**src/rtl/note_pkg.sv**
```systemverilog
`default_nettype none
// ============================================================================
// Module      : note_pkg
// Description : Shared definitions for the note interface. Holds the state
//               encodings of the receive-side period meter and of the
//               transmit-side note player so both ends use one definition.
// Revision    : 1.0  initial release
// ============================================================================
package note_pkg;

   // Period meter FSM. The encoding is visible on the meter's debug port.
   typedef enum logic [1:0] {
      ST_SYNC  = 2'b00,   // waiting for the first rise
      ST_HIGH  = 2'b01,   // measuring the high half-period
      ST_LOW   = 2'b10,   // measuring the low half-period
      ST_STALL = 2'b11    // a half-period saturated the counter
   } meter_state_t;

   // Note player FSM, used by the transmit side of the interface.
   typedef enum logic [1:0] {
      NP_IDLE    = 2'b00,
      NP_TONE_HI = 2'b01,
      NP_TONE_LO = 2'b10,
      NP_REST    = 2'b11
   } player_state_t;

   // Default duration counter width shared by both ends.
   localparam int unsigned C_NOTE_CNT_W = 16;

endpackage
`default_nettype wire

```
**src/rtl/note_edge_det.sv**
```systemverilog
`default_nettype none
// ============================================================================
// Module      : note_edge_det
// Description : One-cycle rise/fall detector for a signal that is already
//               synchronous to clk. The delayed copy resets to RESET_VAL so
//               the level present at reset release can be masked as an edge.
// Ports       : clk   in  clock
//               rst_n in  asynchronous active-low reset
//               note  in  synchronous input level
//               rise  out note is 1 now and was 0 on the previous cycle
//               fall  out note is 0 now and was 1 on the previous cycle
// Revision    : 1.0  initial release
// ============================================================================
module note_edge_det #(
   parameter bit RESET_VAL = 1'b1
) (
   input  logic clk,
   input  logic rst_n,
   input  logic note,
   output logic rise,
   output logic fall
);

   logic r_note_q;

   always_ff @(posedge clk or negedge rst_n) begin
      if (!rst_n) begin
         r_note_q <= RESET_VAL;
      end else begin
         r_note_q <= note;
      end
   end

   assign rise =  note & ~r_note_q;
   assign fall = ~note &  r_note_q;

endmodule
`default_nettype wire

```
**src/rtl/note_period_meter.sv**
```systemverilog
`default_nettype none
// ============================================================================
// Module      : note_period_meter
// Description : Measures the high and low half-periods of a synchronous
//               square wave. Each complete high+low pair is reported in clock
//               cycles with a one-cycle valid pulse; a half-period that
//               saturates the counter raises a timeout level.
// Ports       : clk          in  clock, rising edge
//               rst_n        in  asynchronous active-low reset
//               note         in  square wave, synchronous to clk
//               half_high    out high duration of the last complete pair
//               half_low     out low duration of the last complete pair
//               period_valid out one-cycle pulse, half_* just updated
//               timeout      out level, current half-period saturated
//               state        out FSM state for debug
// Revision    : 1.0  initial release
// ============================================================================
module note_period_meter
   import note_pkg::*;
#(
   parameter int CNT_W = 16
) (
   input  logic             clk,
   input  logic             rst_n,
   input  logic             note,
   output logic [CNT_W-1:0] half_high,
   output logic [CNT_W-1:0] half_low,
   output logic             period_valid,
   output logic             timeout,
   output logic [1:0]       state
);

   localparam logic [CNT_W-1:0] C_CNT_MAX = '1;
   localparam logic [CNT_W-1:0] C_CNT_ONE = {{(CNT_W-1){1'b0}}, 1'b1};

   // ------------------------------------------------------------------------
   // Edge detection; the delayed copy resets high so a note already high at
   // reset release is not taken as a rise.
   // ------------------------------------------------------------------------
   logic w_rise;
   logic w_fall;

   note_edge_det #(
      .RESET_VAL (1'b1)
   ) u_edge_det (
      .clk   (clk),
      .rst_n (rst_n),
      .note  (note),
      .rise  (w_rise),
      .fall  (w_fall)
   );

   // ------------------------------------------------------------------------
   // Registers
   // ------------------------------------------------------------------------
   meter_state_t     r_state;
   logic [CNT_W-1:0] r_cnt;
   logic [CNT_W-1:0] r_high_cap;
   logic [CNT_W-1:0] r_half_high;
   logic [CNT_W-1:0] r_half_low;
   logic             r_valid;
   logic             r_timeout;

   meter_state_t     w_state_nxt;
   logic [CNT_W-1:0] w_cnt_nxt;
   logic [CNT_W-1:0] w_high_cap_nxt;
   logic [CNT_W-1:0] w_half_high_nxt;
   logic [CNT_W-1:0] w_half_low_nxt;
   logic             w_valid_nxt;
   logic             w_timeout_nxt;
   logic             w_cnt_sat;

   assign w_cnt_sat = (r_cnt == C_CNT_MAX);

   always_ff @(posedge clk or negedge rst_n) begin
      if (!rst_n) begin
         r_state     <= ST_SYNC;
         r_cnt       <= '0;
         r_high_cap  <= '0;
         r_half_high <= '0;
         r_half_low  <= '0;
         r_valid     <= 1'b0;
         r_timeout   <= 1'b0;
      end else begin
         r_state     <= w_state_nxt;
         r_cnt       <= w_cnt_nxt;
         r_high_cap  <= w_high_cap_nxt;
         r_half_high <= w_half_high_nxt;
         r_half_low  <= w_half_low_nxt;
         r_valid     <= w_valid_nxt;
         r_timeout   <= w_timeout_nxt;
      end
   end

   // ------------------------------------------------------------------------
   // Next-state and datapath. The edge cycle counts as the first cycle of the
   // new level, hence the reload to 1. An edge wins over saturation, so a
   // half-period of exactly C_CNT_MAX cycles is still a valid measurement.
   // ------------------------------------------------------------------------
   always_comb begin
      w_state_nxt     = r_state;
      w_cnt_nxt       = r_cnt;
      w_high_cap_nxt  = r_high_cap;
      w_half_high_nxt = r_half_high;
      w_half_low_nxt  = r_half_low;
      w_valid_nxt     = 1'b0;
      w_timeout_nxt   = r_timeout;

      case (r_state)
         ST_SYNC: begin
            if (w_rise) begin
               w_state_nxt = ST_HIGH;
               w_cnt_nxt   = C_CNT_ONE;
            end
         end

         ST_HIGH: begin
            if (w_fall) begin
               w_high_cap_nxt = r_cnt;
               w_cnt_nxt      = C_CNT_ONE;
               w_state_nxt    = ST_LOW;
            end else if (w_cnt_sat) begin
               w_state_nxt   = ST_STALL;
               w_timeout_nxt = 1'b1;
            end else begin
               w_cnt_nxt = r_cnt + C_CNT_ONE;
            end
         end

         ST_LOW: begin
            if (w_rise) begin
               w_half_high_nxt = r_high_cap;
               w_half_low_nxt  = r_cnt;
               w_valid_nxt     = 1'b1;
               w_cnt_nxt       = C_CNT_ONE;
               w_state_nxt     = ST_HIGH;
            end else if (w_cnt_sat) begin
               w_state_nxt   = ST_STALL;
               w_timeout_nxt = 1'b1;
            end else begin
               w_cnt_nxt = r_cnt + C_CNT_ONE;
            end
         end

         ST_STALL: begin
            // The partial measurement is dropped; only a fresh rise restarts.
            if (w_rise) begin
               w_timeout_nxt = 1'b0;
               w_cnt_nxt     = C_CNT_ONE;
               w_state_nxt   = ST_HIGH;
            end
         end

         default: begin
            w_state_nxt = ST_SYNC;
         end
      endcase
   end

   assign half_high    = r_half_high;
   assign half_low     = r_half_low;
   assign period_valid = r_valid;
   assign timeout      = r_timeout;
   assign state        = r_state;

endmodule
`default_nettype wire

```
**config.mk**
```make
export PLATFORM = sky130hd
export DESIGN_NAME = note_period_meter
export DESIGN_NICKNAME = d
export VERILOG_FILES = /design/src/rtl/note_pkg.sv /design/src/rtl/note_edge_det.sv /design/src/rtl/note_period_meter.sv
export SDC_FILE = /design/constraint.sdc
export NUM_CORES = 1
export LEC_CHECK = 0
export ABC_AREA = 1
export CELL_PAD_IN_SITES_DETAIL_PLACEMENT = 1
export CELL_PAD_IN_SITES_GLOBAL_PLACEMENT = 2
export CORE_UTILIZATION = 36
export CTS_CLUSTER_DIAMETER = 30
export DETAILED_ROUTE_END_ITERATION = 10
export GPL_TIMING_DRIVEN = 0
export HOLD_SLACK_MARGIN = 0.1
export PLACE_DENSITY_LB_ADDON = 0.1
export SYNTH_ARGS = -nofsm -noshare
export SYNTH_HDL_FRONTEND = slang
export SYNTH_SLANG_ARGS = --single-unit
```
**constraint.sdc**
```tcl
create_clock -name clk -period 3.3 [get_ports clk]
set_input_delay 0.33 -clock clk [delete_from_list [all_inputs] [get_ports clk]]
set_output_delay 0.33 -clock clk [all_outputs]
set_load 0.01 [all_outputs]
```
## Word level (Yosys, flattened, before mapping)

Cells that the tools add are included.

- Reductions and logical operators: 6
- Eq/ne operators: 8
- Bitwise operators: 4
- Add/sub/neg operators: 1
- Multiplexer cells: 17

Operator list:

| cell | count |
|---|---|
| 16-bit two-way mux | 4 |
| 16-bit one-hot mux with 3 select lines | 1 |
| 16-bit by 1-bit adder with 16-bit output (second input constant) | 1 |
| 16-bit equality test (second input constant) | 1 |
| 2-bit two-way mux | 4 |
| 1-bit two-way mux | 6 |
| 2-bit one-hot mux with 3 select lines | 1 |
| 2-bit equality test (second input constant) | 2 |
| 2-bit by 1-bit inequality test with 1-bit output (second input constant) | 2 |
| 2-bit inequality test (second input constant) | 2 |
| 2-bit AND reduction | 2 |
| 4-bit AND reduction | 1 |
| 1-bit one-hot mux with 3 select lines | 1 |
| 3-bit nonzero test | 1 |
| 1-bit AND | 2 |
| 2-bit by 1-bit equality test with 1-bit output (second input constant) | 1 |
| 2-bit zero test | 1 |
| 1-bit inverter | 2 |
| 2-bit OR reduction | 1 |

- Bits of input ports: 3
- Output and inout bits: 36
- Bits in registers: 69

## Depth between registers and ports, before layout

Gate-level depths: netlist of run 1.

- Depth in word-level cells: 4
- Depth in mapped cells: 10
- Gate-level depth less buffers: 10

## Modules after synthesis

From an unflattened synthesis of run 1, not the netlist that was laid out.

- Cells, all modules: 374
- Area, all modules: 3178.0 sq um

By module, submodules not included:

| module | area an instance (sq um) | times used | cells each | seq. area each (sq um) |
|---|---|---|---|---|
| note_period_meter | 3136.8 | 1 | 369 | 1701.6 |
| note_edge_det | 41.3 | 1 | 5 | 26.3 |

## Worst setup path before layout of run 1

OpenSTA, ideal clock, no wires.

- Kind: reg-to-reg
- From: register r_state[0] (netlist: state[0])
- To: register r_cnt[1]
- Arrival time: 1518 ps
- Stages on the path, launching flop included: 8
- Setup time: 94 ps
- Setup slack: 1688 ps
- Clock period less this slack: 1612 ps
- Buffers on the path: 0
- Cells stage by stage: dfrtp_1 -> inv_1 -> ha_1 -> nor2_1 -> inv_2 -> nand2_1 -> inv_1 -> a211oi_1

- Word-level cells in the longest chain between the ends: 3
- Elaborated cells on any way between the ends: 7
- Classes of those cells: 4 x eq/ne; 1 x mux; 2 x reduce/logical

Ends and longest elaborated chain:

| item | line | RTL |
|---|---|---|
| start: declaration | note_period_meter.sv:56 | `meter_state_t r_state;` |
| start signal: assignment | note_period_meter.sv:85 | `r_state <= w_state_nxt;` |
| 2-bit equality test / 2-bit zero test (equally long branches) | note_period_meter.sv:109 | `case (r_state)` |
| 2-bit OR reduction (no source line) | n/a |  |
| 16-bit one-hot mux with 3 select lines / 2-bit by 1-bit inequality test with 1-bit output (equally long branches) | n/a |  |
| end signal: assignment | note_period_meter.sv:86 | `r_cnt <= w_cnt_nxt;` |
| end: declaration | note_period_meter.sv:57 | `logic [CNT_W-1:0] r_cnt;` |

Several ways; a longest one is shown, not always the timed one.
A chain may end at the register's enable or synchronous reset.

## Worst setup path in the final report of run 1

- From: register r_state[0] (netlist: state[0])
- To: register r_cnt[4]

Same word-level chain as after synthesis.

==> metrics.txt, run 1 <==
Clock Sinks=69; Root Buffer=clkbuf_8; Placement Setup Slack=~1200 ps; Critical Path AT=~2200 ps; CTS tree=yes; Clk Latency, worst-skew pair=~350 ps; CTS Buf Count=9; drt via density=approximately 4.8; critical-path maximum fanout=5; synthesized area=3130 µm²; Setup Fix Bufs, Post-CTS=0; final setup fails=0; initial core utilization=37.7%; Slew Limit Fails=0; Worst Setup Start Kind=flip-flop; htree depth=3; Final Cycle Share=58.9%; Die Span Y=95.3 µm; Cells after Synth=366; Peak Freq=514 MHz; Total Routing Usage GR=20.9%; die area=9080 µm²; worst min path class=in2async; initial antenna violation count=0; total wire length=about 8300 µm; cts repair resizes=0; Yosys cell types=30; Wirelength per Cell=~16 µm; Worst VDD drop=0.346 mV; number of global-route vias before repair=about 2700; Worst-path clk slew=80 ps; RSZ-0062 raised after global routing=no; area grow syn2layout=22.3%; commonest cells after routing, fill and taps aside=104 x nand2_1, 68 x dfrtp_1, 49 x inv_1, 46 x o21ai_0, 37 x clkdlybuf4s50_1; largest net degree at the start of global routing=70; CP Capture Type=flip-flop; buffers added on ports=38; setup TNS=0 ps; Row Count=33; Slew HR=41.0%; Worst-Margin Slew=885 ps; Yosys reg bits=69; fillcell total=1001; I/O pin cnt=39; Final #Nets=roughly 420; Final GP Congestion=0.837; Hold Vio Cnt, Final=0; synth warn=0; DRT iter0 DRCs=63; drt pass-1 iters=4; Setup WS post-layout=1360 ps; share of cells above drive strength 1=10.2%; die width=95.3 µm; status=finished, final reports clean; CTS Hold Bufs=0; Worst Path Class, Setup=reg2reg; DR vias=2512; commonest non-fill, non-tap cell in the layout=nand2_1; HPWL after DPL=6050 µm; # diodes=0; Clock Tree Buf Depth=2; pwr/cell area=801 nW/µm²; Critical Path RT=3550 ps; core area=roughly 8300 µm²; GR Overflow Total=0; Worst Clk Skew=between 3 and 4 ps; first-pass GRT wire length=around 14000 µm; Mean Syn Cell Area=about 8.6 µm²; synthesized net count=375; # DRC=0; antenna viol nets, final=0; P_leak=1.81 nW; sequential cell area fraction in the yosys report=between 50% and 60%; max cap viols=0; fin crit period=1940 ps
## worst paths after layout
| path | slack, ps | from | to | depth (start not counted) |
|---|---|---|---|---|
| hold reg to reg | 480 | half_high[3]$_DFFE_PN0P_ | half_high[3]$_DFFE_PN0P_ | 2 |
| max in group asynchronous | 2630 | rst_n | r_cnt[6]$_DFFE_PN0P_ | 1 |
| setup / recovery | 1360 | state[0]$_DFFE_PN0P_ | r_cnt[4]$_DFFE_PN0P_ | 8 |
| setup reg to reg | 1360 | state[0]$_DFFE_PN0P_ | r_cnt[4]$_DFFE_PN0P_ | 8 |
| hold / removal | 110 | rst_n | half_high[9]$_DFFE_PN0P_ | 1 |
| min in group clk | 410 | note | u_edge_det.r_note_q$_DFF_PN1_ | 1 |
## sequential cells by signal, indices dropped and copies added, names as in the netlist
register             cells
state                    2
timeout                  1
r_cnt                   16
u_edge_det.r_note_q      1
period_valid             1
half_high               16
r_high_cap              16
half_low                16
## where the power goes
part           switching [mW]  internal [mW]  leakage (nW)
Sequential              0.144           1.07         0.903
Combinational           0.642          0.524         0.808
Clock                   0.341          0.345        0.0987
Total                    1.13           1.94          1.81
## cell usage after synthesis
master,number,area [µm²]
nand2_1,104,390
dfrtp_1,68,1700
inv_1,49,184
o21ai_0,46,230
nor2_1,18,67.6
a21oi_1,9,45.0
nand3_1,9,45.0
o21ai_1,9,45.0
clkbuf_1,7,26.3
ha_1,6,75.1
nand2_2,5,31.3
nor3_1,5,25.0
inv_2,4,15.0
nor2_2,4,25.0
nor2_4,4,45.0
nand4_1,3,18.8
buf_2,2,10.0
o211ai_1,2,15.0
a211oi_1,1,7.51
a21oi_2,1,8.76
a22oi_1,1,7.51
a2bb2oi_1,1,8.76
buf_6,1,11.3
dfstp_2,1,26.3
inv_4,1,6.26
nand2_4,1,11.3
nand3_2,1,10.0
nand4_4,1,21.3
o22a_1,1,8.76
xor2_1,1,8.76
## critical path, cell delays in order (launching register included)
cell,delay [ps]
dfrtp_1,430
inv_1,130
ha_1,190
inv_1,90
o21ai_1,200
nand2_1,160
nor2_1,290
o21ai_0,160
a22oi_1,200
## layer usage
layer,GRT usage [%],wire [µm],share of wire (%),vias up
met1,26.6,3920,47,1231
met5,0,0,0,-
met3,4.07,149,1.8,9
met2,35.5,4150,50,23
li1,-,-,-,1249
met4,6.44,110,1.3,0
## cell families after synthesis
logic type,Yosys count,synth area share [%]
buffers and inverters,64,8.07
xor gates and xnor gates,1,0.280
and+or+nand+nor,155,22.1
adders and majority gates,6,2.40
DFF,69,55.2
AOI/OAI and AO/OA,71,12.0
## stage by stage
step	power, mW	cells	hold WS (ps)	util [%]	area (µm²)
finish	3.07	525	113	46.2	3830
global route	3.31	525	172	46.2	3830
CTS	3.11	525	139	46.2	3830
detailed placement	2.42	509	469	43.9	3640
global placement	2.38	509	458	43.9	3640
floorplan	1.83	366	34.4	-	3130
## final cells by class
class / count / area (µm²) / area share, %
Multi-Input combinational cell: 233 / 1150 / 30.0
Clock inverter: 7 / 66.3 / 1.73
Tap cell: 105 / 131 / 3.43
Buffer: 10 / 47.5 / 1.24
Sequential cell: 69 / 1730 / 45.1
Timing Repair Buffer: 38 / 378 / 9.86
Clock buffer: 9 / 124 / 3.23
Inverter: 54 / 205 / 5.36
(Power assumes the default switching activity.)
==> run 2, diff against run 1 <==
--- a/config.mk
+++ b/config.mk
@@ -8,7 +8,7 @@
 export ABC_AREA = 1
 export CELL_PAD_IN_SITES_DETAIL_PLACEMENT = 1
 export CELL_PAD_IN_SITES_GLOBAL_PLACEMENT = 2
-export CORE_UTILIZATION = 36
+export CORE_UTILIZATION = 33
 export CTS_CLUSTER_DIAMETER = 30
 export DETAILED_ROUTE_END_ITERATION = 10
 export GPL_TIMING_DRIVEN = 0
==> constraint.sdc (replaced) <==
create_clock -name clk -period 1.8 [get_ports clk]
set_input_delay 0.18 -clock clk [delete_from_list [all_inputs] [get_ports clk]]
set_output_delay 0.18 -clock clk [all_outputs]
set_load 0.01 [all_outputs]
==> run 2 against run 1 <==
  * The flow now finishes with violations (design-rule violations)
  * Die area grew 8.9%
  * Sequential cell count is the same
  * Total power grew 90%
  * Non-clock buffer count grew 5
  * Clock skew grew 6.2 ps
  * Count of clock-buffer cells in the layout grew 2
  * Wire length shrank 0.14%
  * Clock power grew 88%
  * Critical path depth shrank 1
  * Via count grew 2.6%
  * Sequential power grew 83%
  * Largest cell class unchanged
==> metrics.txt, run 2 (synthesis results as in run 1) <==
status=finished with violations; failing checks=design-rule violations; core area=9200 µm² (+11%); # diodes=0 (unchanged); Worst-path clk slew=70 ps (about the same); area grow syn2layout=26.6%; HPWL after DPL=6210 µm (+2.6%); die width=99.4 µm (+4.4%); worst hold slack=268 ps (+155 ps); Worst Setup Start Kind=flip-flop; Worst Path Class, Setup=reg2reg; initial core utilization=34.1% (-3.7 points); Peak Freq=575 MHz (+12%); antenna viol nets, final=0 (unchanged); total wire length=8310 µm (-0.14%); share of cells above drive strength 1=15.1% (+4.9 points); Placed Cells=516 (+1.4%); Setup WS post-layout=60.5 ps (-1300 ps); # DRC=2 (+2); Final #Nets=429 (+1.2%); Critical Path RT=2050 ps (-1500 ps); CTS Buf Count=9 (unchanged); Root Buffer=clkbuf_8; Clk Latency, worst-skew pair=340 ps (about the same); number of global-route vias before repair=2702 (unchanged); Wirelength per Cell=15.5 µm (-2.0%); fin crit period=1740 ps (-205 ps); Worst-Margin Slew=401 ps (-484 ps); drt pass-1 iters=7 (+3); Total Routing Usage GR=18.9% (-2.0 points); htree depth=3 (unchanged); CTS tree=yes; fillcell total=1100 (+9.9%); Worst Clk Skew=9.90 ps (+6.20 ps); CP Capture Type=flip-flop; multi-input logic area=1180 µm² (+2.8%); DR vias=2577 (+2.6%); pwr/cell area=1470 nW/µm² (+83%); final setup fails=0 (unchanged); Critical Path AT=1990 ps (-210 ps); max cap viols=0 (unchanged); initial antenna violation count=0 (unchanged); die area=9880 µm² (+8.9%); Placement Setup Slack=-228 ps (-1380 ps); Clock Sinks=69 (unchanged); setup TNS=0 ps (unchanged); DRT iter0 DRCs=93 (+48%); drt via density=4.82 (+0.67%); Final GP Congestion=0.803 (-4.0%); Final Cycle Share=96.6% (+38 points); RSZ-0062 raised after global routing=yes; Row Count=35 (+6.1%); commonest cells after routing, fill and taps aside=100 x nand2_1, 65 x dfrtp_1, 48 x inv_1, 46 x o21ai_0, 37 x clkdlybuf4s50_1; buffers added on ports=38 (unchanged); largest net degree at the start of global routing=47 (-33%); critical-path maximum fanout=7 (+2); Slew Limit Fails=0 (unchanged); Hold Vio Cnt, Final=0 (unchanged); Non-Filler Instances=535 (+1.9%); I/O pin cnt=39 (unchanged); P_leak=1.87 nW (+3.5%); GR Overflow Total=0 (unchanged); Clock Tree Buf Depth=2 (unchanged); Worst VDD drop=0.605 mV (+75%); Die Span Y=99.4 µm (+4.4%); commonest non-fill, non-tap cell in the layout=nand2_1; Reg area=1730 µm² (+0.22%); Slew HR=73.1% (+32 points); first-pass GRT wire length=14100 µm (+0.40%); worst min path class=in2reg
run 2: area by class of cell:
class / instances / area share [%]
buffer: 10 / 1.70
clock buffer: 11 / 3.82
clock inverter: 4 / 1.20
inverter: 54 / 5.24
multi-input combinational: 233 / 29.8
sequential: 69 / 43.7
tap: 111 / 3.50
timing repair buffer: 43 / 11.0
run 2: power breakdown:
part | leakage (nW) | switching [mW] | internal (mW)
Combinational | 0.872 | 1.24 | 1.06
Sequential | 0.899 | 0.257 | 1.98
Clock | 0.101 | 0.590 | 0.704
Total | 1.87 | 2.09 | 3.74
run 2: critical path, stage by stage (launching register included):
cell and delay [ps]:
dfrtp_1 410, inv_1 100, ha_1 350, nor2_2 200, inv_4 110, nand2_4 140
inv_1 120, a211oi_1 230
run 2: worst paths after layout:
kind / start / endpoint / slack, ps / cells after the start
hold / removal: note / u_edge_det.r_note_q$_DFF_PN1_ / 270 / 1
setup reg to reg: state[0]$_DFFE_PN0P_ / r_cnt[1]$_DFFE_PN0P_ / 60 / 7
max in group asynchronous: rst_n / u_edge_det.r_note_q$_DFF_PN1_ / 920 / 3
setup / recovery: state[0]$_DFFE_PN0P_ / r_cnt[1]$_DFFE_PN0P_ / 60 / 7
min in group asynchronous: rst_n / half_high[9]$_DFFE_PN0P_ / 280 / 2
hold reg to reg: half_high[3]$_DFFE_PN0P_ / half_high[3]$_DFFE_PN0P_ / 480 / 2
run 2: per-stage QoR:
step | area (µm²) | util [%] | total power, mW
4_1_cts | 3920 | 42.6 | 5.82
3_5_place_dp | 3680 | 40.0 | 4.45
5_1_grt | 3970 | 43.1 | 6.26
2_1_floorplan | 3130 | - | 3.35
3_3_place_gp | 3650 | 39.7 | 4.38
6_report | 3970 | 43.1 | 5.83
run 2: routing by layer:
layer | share of wire (%) | track usage [%] | vias up
met3 | 2.2 | 2.95 | 13
met4 | 1.5 | 6.45 | 0
met1 | 47 | 25.4 | 1278
met5 | 0 | 0 | -
li1 | - | - | 1250
met2 | 49 | 31.0 | 36
run 2: repair_timing:
item | CTS | global route
hold endpoints to repair | 68 | 0
pin swaps | 1 | 1
gates resized for setup | 9 | 22
gates cloned | 0 | 0
endpoints found under the setup margin | 38 | 59
setup buffers | 1 | 2
hold buffers | 1 | 0
